--- src/rtl/mem_arbiter.sv ---
// mem_arbiter: round-robin two-port arbiter for the byte-wide Memory port with a per-transaction watchdog
// Ports: clk/reset (sync, active-high); a_* and b_* requester ports (addr, wdata, read, write in;
// rdata, ready out); m_* Memory side (addr, wdata, read, write out; rdata, ready in);
// timeout_err pulses when the watchdog forces completion; grant_b flags port B ownership.
module mem_arbiter #(
    parameter int ADDR_W         = 32,
    parameter int TIMEOUT_CYCLES = 1024,
    parameter int CNT_W          = 11
) (
    input  logic              clk,
    input  logic              reset,
    input  logic [ADDR_W-1:0] a_addr,
    input  logic [7:0]        a_wdata,
    input  logic              a_read,
    input  logic              a_write,
    output logic [7:0]        a_rdata,
    output logic              a_ready,
    input  logic [ADDR_W-1:0] b_addr,
    input  logic [7:0]        b_wdata,
    input  logic              b_read,
    input  logic              b_write,
    output logic [7:0]        b_rdata,
    output logic              b_ready,
    output logic [ADDR_W-1:0] m_addr,
    output logic [7:0]        m_wdata,
    input  logic [7:0]        m_rdata,
    output logic              m_read,
    output logic              m_write,
    input  logic              m_ready,
    output logic              timeout_err,
    output logic              grant_b
);
    typedef enum logic [1:0] {IDLE, BUSY_A, BUSY_B, RELEASE} state_t;
    state_t state, state_nx;
    logic last_b;
    logic [CNT_W-1:0] cnt;
    logic a_req, b_req, go_a, go_b, busy, tmo, done;
    always_comb begin
        a_req    = a_read | a_write;
        b_req    = b_read | b_write;
        go_a     = state == IDLE && a_req && (!b_req || last_b);
        go_b     = state == IDLE && b_req && !go_a;
        busy     = state == BUSY_A || state == BUSY_B;
        // m_ready on the last allowed cycle wins over the watchdog
        tmo      = busy && !m_ready && TIMEOUT_CYCLES != 0 && cnt == CNT_W'(TIMEOUT_CYCLES - 1);
        done     = busy && (m_ready || tmo);
        state_nx = go_a ? BUSY_A : go_b ? BUSY_B : done ? RELEASE : state == RELEASE ? IDLE : state;
    end
    always_ff @(posedge clk) begin
        if (reset) state <= IDLE;
        else state <= state_nx;
    end
    always_ff @(posedge clk) begin
        if (reset) begin
            last_b      <= 1'b1;
            cnt         <= '0;
            m_addr      <= '0;
            m_wdata     <= '0;
            m_read      <= 1'b0;
            m_write     <= 1'b0;
            a_rdata     <= '0;
            b_rdata     <= '0;
            a_ready     <= 1'b0;
            b_ready     <= 1'b0;
            timeout_err <= 1'b0;
        end else begin
            a_ready     <= 1'b0;
            b_ready     <= 1'b0;
            timeout_err <= 1'b0;
            cnt         <= busy ? cnt + 1'b1 : '0;
            if (go_a || go_b) begin
                last_b  <= go_b;
                m_addr  <= go_a ? a_addr : b_addr;
                m_wdata <= go_a ? a_wdata : b_wdata;
                m_write <= go_a ? a_write : b_write;
                m_read  <= go_a ? a_read && !a_write : b_read && !b_write;
            end
            if (done) begin
                m_read      <= 1'b0;
                m_write     <= 1'b0;
                timeout_err <= tmo;
                if (state == BUSY_A) begin
                    a_ready <= 1'b1;
                    a_rdata <= tmo ? 8'hFF : m_rdata;
                end else begin
                    b_ready <= 1'b1;
                    b_rdata <= tmo ? 8'hFF : m_rdata;
                end
            end
        end
    end
    assign grant_b = state == BUSY_B || (state == RELEASE && last_b);
endmodule

--- config.mk ---
export PLATFORM = sky130hd
export DESIGN_NAME = mem_arbiter
export DESIGN_NICKNAME = d
export VERILOG_FILES = /design/src/rtl/mem_arbiter.sv
export SDC_FILE = /design/constraint.sdc
export NUM_CORES = 1
export LEC_CHECK = 0
export CAP_MARGIN = 20
export CORE_ASPECT_RATIO = 0.9
export CORE_MARGIN = 3
export CORE_UTILIZATION = 40
export CTS_BUF_LIST = sky130_fd_sc_hd__clkbuf_4
export DETAILED_ROUTE_END_ITERATION = 6
export PLACE_DENSITY_LB_ADDON = 0.3
export SLEW_MARGIN = 15
export SYNTH_ARGS = -nofsm -noshare
export SYNTH_HDL_FRONTEND = slang
export SYNTH_SLANG_ARGS = --single-unit
export TNS_END_PERCENT = 30
--- constraint.sdc ---
create_clock -name clk -period 3.1 [get_ports clk]
set_input_delay 0.62 -clock clk [delete_from_list [all_inputs] [get_ports clk]]
set_output_delay 0.62 -clock clk [all_outputs]
set_load 0.02 [all_outputs]
==> key figures, run 1 <==
Run status
  – Result of the run: finished clean

Clock tree
  – TritonCTS Sinks: 75
  – Number of hold buffers added after CTS: 0
  – Post-cts sizing count: 0
  – Post-CTS setup repair buffer count: 0
  – CTS tree: built
  – Total number of H-tree levels: 3
  – Bufs on Longest Clock Path: 2
  – Buffer cell driving the clock tree root: clkbuf_4
  – Later-pin clock latency in the skew report: 0.42 ns
  – Number of buffers added by the clock tree synthesis step: 9
  – Worst-path clk slew: roughly 0.12 ns

Worst setup path
  – Timing endpoint of the critical path: grant_b
  – Crit Path Class: reg2out
  – Critical register-to-register path endpoint: m_addr[16]
  – Launch instance of the worst register-to-register path: state[1]
  – Critical path endpoint category: output port
  – Depth of the worst register-to-register path: 6
  – Cell-by-cell trace of the critical path: inv_1 -> ha_1 -> a21o_1 -> clkdlybuf4s50_1
  – Critical path arrival: around 1.8 ns
  – Critical-path maximum fanout: 3
  – Maximum cell stage delay along the critical path: around 0.54 ns
  – Launch point of the worst path: state[0]
  – Req. time, crit path: between 2 and 2.5 ns
  – Largest delay share family, worst path: buffers and inverters
  – Cell at the slowest stage of the critical path: clkdlybuf4s50_1
  – Launching element type of the critical path: flip-flop
  – Number of stages on the worst setup path: 4
  – WP buf/inv: 2
  – Setup slack of the worst register-to-register path: 1.00 ns

Timing
  – Number of hold violations in the final report: 0
  – Final setup fails: 0
  – Max Slew Vio Count: 0
  – Unrepaired setup endpoints after global routing: false
  – Post-layout worst setup margin: about 0.67 ns
  – Slew at the pin closest to its max-slew limit: just over 0.8 ns
  – Max-Slew Margin vs Limit: 44.0%
  – Setup TNS: 0 ns
  – Period utilization: 78.4%
  – Maximum clock frequency: 412 MHz
  – Setup skew after layout: 0.0162 ns
  – Min cycle time layout: ~2.4 ns
  – Final-layout worst hold slack: 0.472 ns

Layout
  – Share of the core filled with cells: between 60 and 70%
  – ANT cells: 0
  – Filler-free cell count of the finished design: 638
  – Most frequent standard cell in the layout excluding fill and tap cells: clkdlybuf4s50_1
  – Final non-filler cell area: 5370 um^2
  – Layout overhead on the synthesized area: 49.0%
  – Most used cells in the layout excluding fill and tap cells: clkdlybuf4s50_1 (155), dfxtp_1 (75), nor4_1 (43)
  – Count of fill cells added during filler insertion: between 700 and 800
  – Fraction of final layout cells with drive strength greater than 1: 9.25%
  – Number of nets in the layout: 614

Logic synthesis
  – Net Count, Synth: 473
  – Dominant combinational cell family by area after synthesis: compound AO/OA/AOI/OAI gates
  – Sequential-to-total area share from yosys stat: 41.7%
  – Number of enable flip-flop cells after synthesis: 0
  – Leading register cell type out of synthesis: dfxtp_1
  – Fraction of synthesized area in multiplexers: approximately an eighth
  – Synth warn: 0
  – Synth Area in XOR/XNOR: 0.729%
  – Synthesized flop and latch total: 75
  – Ys async rst share: 0%
  – Synthesized instance count: ~370
  – Fraction of the mapped netlist area in simple logic gates: 15.6%
  – Synthesized area: roughly 3600 um^2
  – Post-synthesis compound-gate area fraction: 21.2%
  – Yosys cell types: 42
  – Avg Inst Size Synth: 9.66 um^2
  – Area share of fa/ha/maj cells after synthesis: 1.74%

Global route
  – Global-route wire length before repair: 17,100 um
  – Overflow left after global routing: 0
  – Maximum number of pins on one net before global-route repair: 54
  – Number of antenna violations at the first check in global routing: 0
  – Total GRT Usage: a little over a fifth
  – Number of global-route vias before repair: 3,615

Detailed routing
  – Routed Wire Length: 10,500 um
  – Vias/cell: 5.45
  – Remaining design rule violation count: 0
  – Detailed Routing Iterations Pass 1: 7
  – Number of vias in the routed layout: about 3,500
  – Number of nets with antenna violations after detailed routing: 0
  – Routed wire length per instance: 16.4 um
  – Initial DRC count: 167

Placed design
  – DP Wirelength: 7320 um
  – Gpl congestion: 0.814
  – Total placed cells including tap cells: 622
  – Pre-CTS worst setup slack: 0.521 ns
  – Placed Instance Area: 5210 um^2
  – Buffers on Ports: 156

Floorplan
  – Boundary pin count: 157
  – Starting density of the core: between 40 and 50%
  – Placeable core area: 8690 um^2
  – Floorplan row count: 32
  – Horizontal die dimension: 106 um
  – Floorplan die height: 96.0 um
  – Area enclosed by the die boundary: roughly 10,000 um^2

Job
  – Number of violations of the max-capacitance limit: 0

Power and ir drop
  – Power, Total: ~4.7 mW
  – Total power density per cell area: 875 nW/um^2
  – Leak pwr: 1.92 nW
  – Worst vdd rail ir drop: 455 uV

Min path
  – Worst hold-check path type: reg2reg
layout make-up:
class	count	area [um^2]	area share (%)
sequential	75	1500	28.0
inverter	23	86.3	1.61
clock inverter	5	77.6	1.44
multi-input combinational	242	1850	34.5
tap	119	149	2.77
clock buffer	11	82.6	1.54
timing repair buffer	163	1620	30.2
cell usage after synthesis, types with 6 or more instances:
cell       number  area, um^2
dfxtp_1        75        1500
nor4_1         43         269
mux2i_1        42         420
a211oi_1       38         285
nor2_1         28         105
inv_1          22        82.6
clkbuf_1       21        78.8
o21ai_0        12        60.1
a211oi_2       10         125
a2111oi_2       8         120
buf_6           7        78.8
nand2_1         7        26.3
a21oi_1         6        30.0
layer usage:
layer / global-route usage, % / vias up / routed length [um]
met5: 0 / - / 0
li1: - / 1689 / -
met1: 24.5 / 1673 / 4340
met2: 36.7 / 107 / 5330
met4: 4.96 / 0 / 99
met3: 7.98 / 10 / 731
cells by family after synthesis:
logic type | Yosys count
muxes | 42
adders and majority gates | 5
DFF | 75
xor gates and xnor gates | 3
AOI/OAI and AO/OA | 89
buffers and inverters | 56
and+or+nand+nor | 103
state kept, by name, summed over array words and instances, names as in the netlist:
register	flops
timeout_err	1
last_b	1
m_addr	32
state	2
a_ready	1
m_read	1
b_rdata	8
b_ready	1
m_wdata	8
m_write	1
cnt	11
a_rdata	8
power breakdown:
group | internal (mW) | leakage, nW | switching [mW]
registers | 1.27 | 0.618 | 0.194
logic | 1.16 | 1.22 | 1.38
clock network | 0.343 | 0.0885 | 0.341
total | 2.78 | 1.92 | 1.92
how the worst min path moves through the flow:
| stage | startpoint | endpoint | cells past startpoint |
|---|---|---|---|
| 6_report | cnt[0] | cnt[0] | 1 |
| 5_1_grt | b_rdata[0] | b_rdata[0] | 2 |
| 4_1_cts | b_rdata[0] | b_rdata[0] | 2 |
| 3_5_place_dp | cnt[0] | cnt[0] | 1 |
| 3_3_place_gp | cnt[0] | cnt[0] | 1 |
| 2_1_floorplan | cnt[10] | timeout_err | 1 |
Note: power is estimated with default switching activity, not from simulation.
==> run 2: changes to the inputs <==
--- a/config.mk
+++ b/config.mk
@@ -8,7 +8,7 @@
 export CAP_MARGIN = 20
 export CORE_ASPECT_RATIO = 0.9
 export CORE_MARGIN = 3
-export CORE_UTILIZATION = 40
+export CORE_UTILIZATION = 39
 export CTS_BUF_LIST = sky130_fd_sc_hd__clkbuf_4
 export DETAILED_ROUTE_END_ITERATION = 6
 export PLACE_DENSITY_LB_ADDON = 0.3
==> constraint.sdc (replaced) <==
create_clock -name clk -period 2.06 [get_ports clk]
set_input_delay 0.412 -clock clk [delete_from_list [all_inputs] [get_ports clk]]
set_output_delay 0.412 -clock clk [all_outputs]
set_load 0.02 [all_outputs]
==> run 2 against run 1 <==
Cell count grew 2.4%. Worst hold slack got worse by 0.032 ns. Clock power grew 49%. Critical path depth did not move. Combinational power grew 57%. Final area increased by 2.6%. Clock skew up 0.0060 ns. First-iteration DRC count down 5.4%. Sequential power is 52% higher. Non-clock buffer count up 15. Die area is 2.4% higher. Utilization rose by 1.0 points.
==> key figures, run 2 (synthesis results as in run 1) <==
Worst setup path
  – Cell-by-cell trace of the critical path: inv_1 -> ha_1 -> a21o_1 -> dlygate4sd2_1
  – Depth of the worst register-to-register path: 5 (-1)
  – Crit Path Class: reg2out
  – Number of stages on the worst setup path: 4 (unchanged)
  – Largest delay share family, worst path: buffers and inverters
  – Critical-path maximum fanout: 3 (unchanged)
  – Critical path arrival: 1.53 ns (-0.28 ns)
  – Req. time, crit path: 1.65 ns (-0.83 ns)
  – Critical path endpoint category: output port
  – Cell at the slowest stage of the critical path: dfxtp_2
  – WP buf/inv: 2 (unchanged)
  – Maximum cell stage delay along the critical path: 0.36 ns (-0.18 ns)
  – Launching element type of the critical path: flip-flop

Layout
  – Most used cells in the layout excluding fill and tap cells: clkdlybuf4s50_1 (154), dfxtp_1 (74), nor4_1 (43)
  – Number of nets in the layout: 629 (+2.4%)
  – Registers with the most flip-flops: m_addr: 32 flops, cnt: 11 flops
  – ANT cells: 0 (unchanged)
  – Most flop-heavy register: m_addr
  – Count of fill cells added during filler insertion: 739 (-0.14%)
  – Fraction of final layout cells with drive strength greater than 1: 12.0% (+2.7 points)
  – Layout overhead on the synthesized area: 52.8%
  – Number of flip-flops in the largest register: 32 (unchanged)
  – Most frequent standard cell in the layout excluding fill and tap cells: clkdlybuf4s50_1

Floorplan
  – Floorplan row count: 32 (unchanged)
  – Floorplan die height: 97.2 um (+1.2%)
  – Placeable core area: 8770 um^2 (+0.92%)
  – Starting density of the core: 41.1% (-0.38 points)
  – Boundary pin count: 157 (unchanged)
  – Area enclosed by the die boundary: 10,400 um^2 (+2.4%)
  – Horizontal die dimension: 107 um (+1.2%)

Clock tree
  – Total number of H-tree levels: 3 (unchanged)
  – TritonCTS Sinks: 75 (unchanged)
  – Buffer cell driving the clock tree root: clkbuf_4
  – Number of buffers added by the clock tree synthesis step: 9 (unchanged)
  – CTS tree: built
  – Later-pin clock latency in the skew report: 0.42 ns (about the same)
  – Worst-path clk slew: 0.13 ns (about the same)
  – Bufs on Longest Clock Path: 2 (unchanged)

Global route
  – Total GRT Usage: 21.0% (+0.053 points)
  – Global-route wire length before repair: 17,900 um (+4.9%)
  – Overflow left after global routing: 0 (unchanged)
  – Number of antenna violations at the first check in global routing: 0 (unchanged)
  – Number of global-route vias before repair: 3,691 (+2.1%)
  – Maximum number of pins on one net before global-route repair: 41 (-24%)

Power and ir drop
  – Worst vdd rail ir drop: 604 uV (+33%)
  – Leak pwr: 2.00 nW (+4.0%)
  – Total power density per cell area: 1320 nW/um^2 (+50%)

Detailed routing
  – Routed wire length per instance: 16.8 um (+2.4%)
  – Vias/cell: 5.45 (about the same)
  – Number of vias in the routed layout: 3,562 (+2.4%)
  – Remaining design rule violation count: 0 (unchanged)
  – Routed Wire Length: 11,000 um (+4.8%)
  – Number of nets with antenna violations after detailed routing: 0 (unchanged)
  – Detailed Routing Iterations Pass 1: 5 (-2)
  – Initial DRC count: 158 (-5.4%)

Min path
  – Min-Delay Path Depth: 3 (+2)
  – Worst hold-check path type: in2reg

Placed design
  – Buffers on Ports: 156 (unchanged)
  – DP Wirelength: 8230 um (+12%)
  – Gpl congestion: 0.806 (-1.1%)
  – Pre-CTS worst setup slack: 0.0195 ns (-0.501 ns)

Timing
  – Unrepaired setup endpoints after global routing: false
  – Final setup fails: 0 (unchanged)
  – Final-layout worst hold slack: 0.440 ns (-0.0315 ns)
  – Setup TNS: 0 ns (unchanged)
  – Slew at the pin closest to its max-slew limit: 0.478 ns (-0.351 ns)
  – Maximum clock frequency: 515 MHz
  – Post-layout worst setup margin: 0.118 ns (-0.552 ns)
  – Period utilization: 94.3%
  – Min cycle time layout: 1.94 ns
  – Max-Slew Margin vs Limit: 68.2% (+24 points)
  – Setup skew after layout: 0.0221 ns (+0.00596 ns)
  – Number of hold violations in the final report: 0 (unchanged)
  – Max Slew Vio Count: 0 (unchanged)

Job
  – Number of violations of the max-capacitance limit: 0 (unchanged)

Run status
  – Result of the run: finished clean
## run 2: worst reg2reg max path, stage by stage, from the launching register on
cell and delay (ns):
dfxtp_1 0.37, inv_1 0.09, ha_1 0.32, nand3b_1 0.12
o41a_4 0.51, a2111oi_2 0.43
## run 2: stage by stage
| step | power (mW) | std cells | area [um^2] | util (%) |
|---|---|---|---|---|
| final | 7.25 | 653 | 5510 | 62.8 |
| after global placement | 6.19 | 637 | 5350 | 61.0 |
| after floorplan | 4.64 | 373 | 3600 | - |
| after detailed placement | 6.27 | 637 | 5350 | 61.0 |
| after CTS | 7.30 | 653 | 5510 | 62.8 |
| after global routing | 7.67 | 653 | 5510 | 62.8 |
## run 2: area by class of cell
cell class	count	area [um^2]	area share, %
Tap cell	119	149	2.70
Clock inverter	7	92.6	1.68
Multi-Input combinational cell	242	1850	33.6
Timing Repair Buffer	178	1760	31.9
Sequential cell	75	1500	27.3
Clock buffer	9	67.6	1.23
Inverter	23	86.3	1.57
## run 2: worst paths after layout
check                               from         end  slack, ns
worst max-delay path            state[0]     grant_b       0.12
worst min-delay path               reset  a_rdata[5]       0.44
worst max register to register  state[1]  a_rdata[4]       0.14
worst min register to register    cnt[0]      cnt[0]       0.48
## run 2: power by group
part / switching, mW / internal (mW) / total (mW)
clock network: 0.530 / 0.488 / 1.02
registers: 0.307 / 1.92 / 2.23
logic: 2.11 / 1.89 / 4.00
## run 2: layer usage
layer  wire (um)  GRT usage [%]  vias to the layer above
met3         742           5.85                       19
met1        4510           25.3                     1699
met4         229           7.18                        0
met2        5510           35.6                      130
met5           0              0                        -
li1            -              -                     1714
## run 2: what timing repair did
action / CTS / global route
endpoints found under the setup margin: 1 / 1
gates resized for setup: 1 / 1
cloned: 0 / 0
hold buffers: 0 / 0
hold endpoints to repair: 0 / 0
setup buffers: 0 / 0
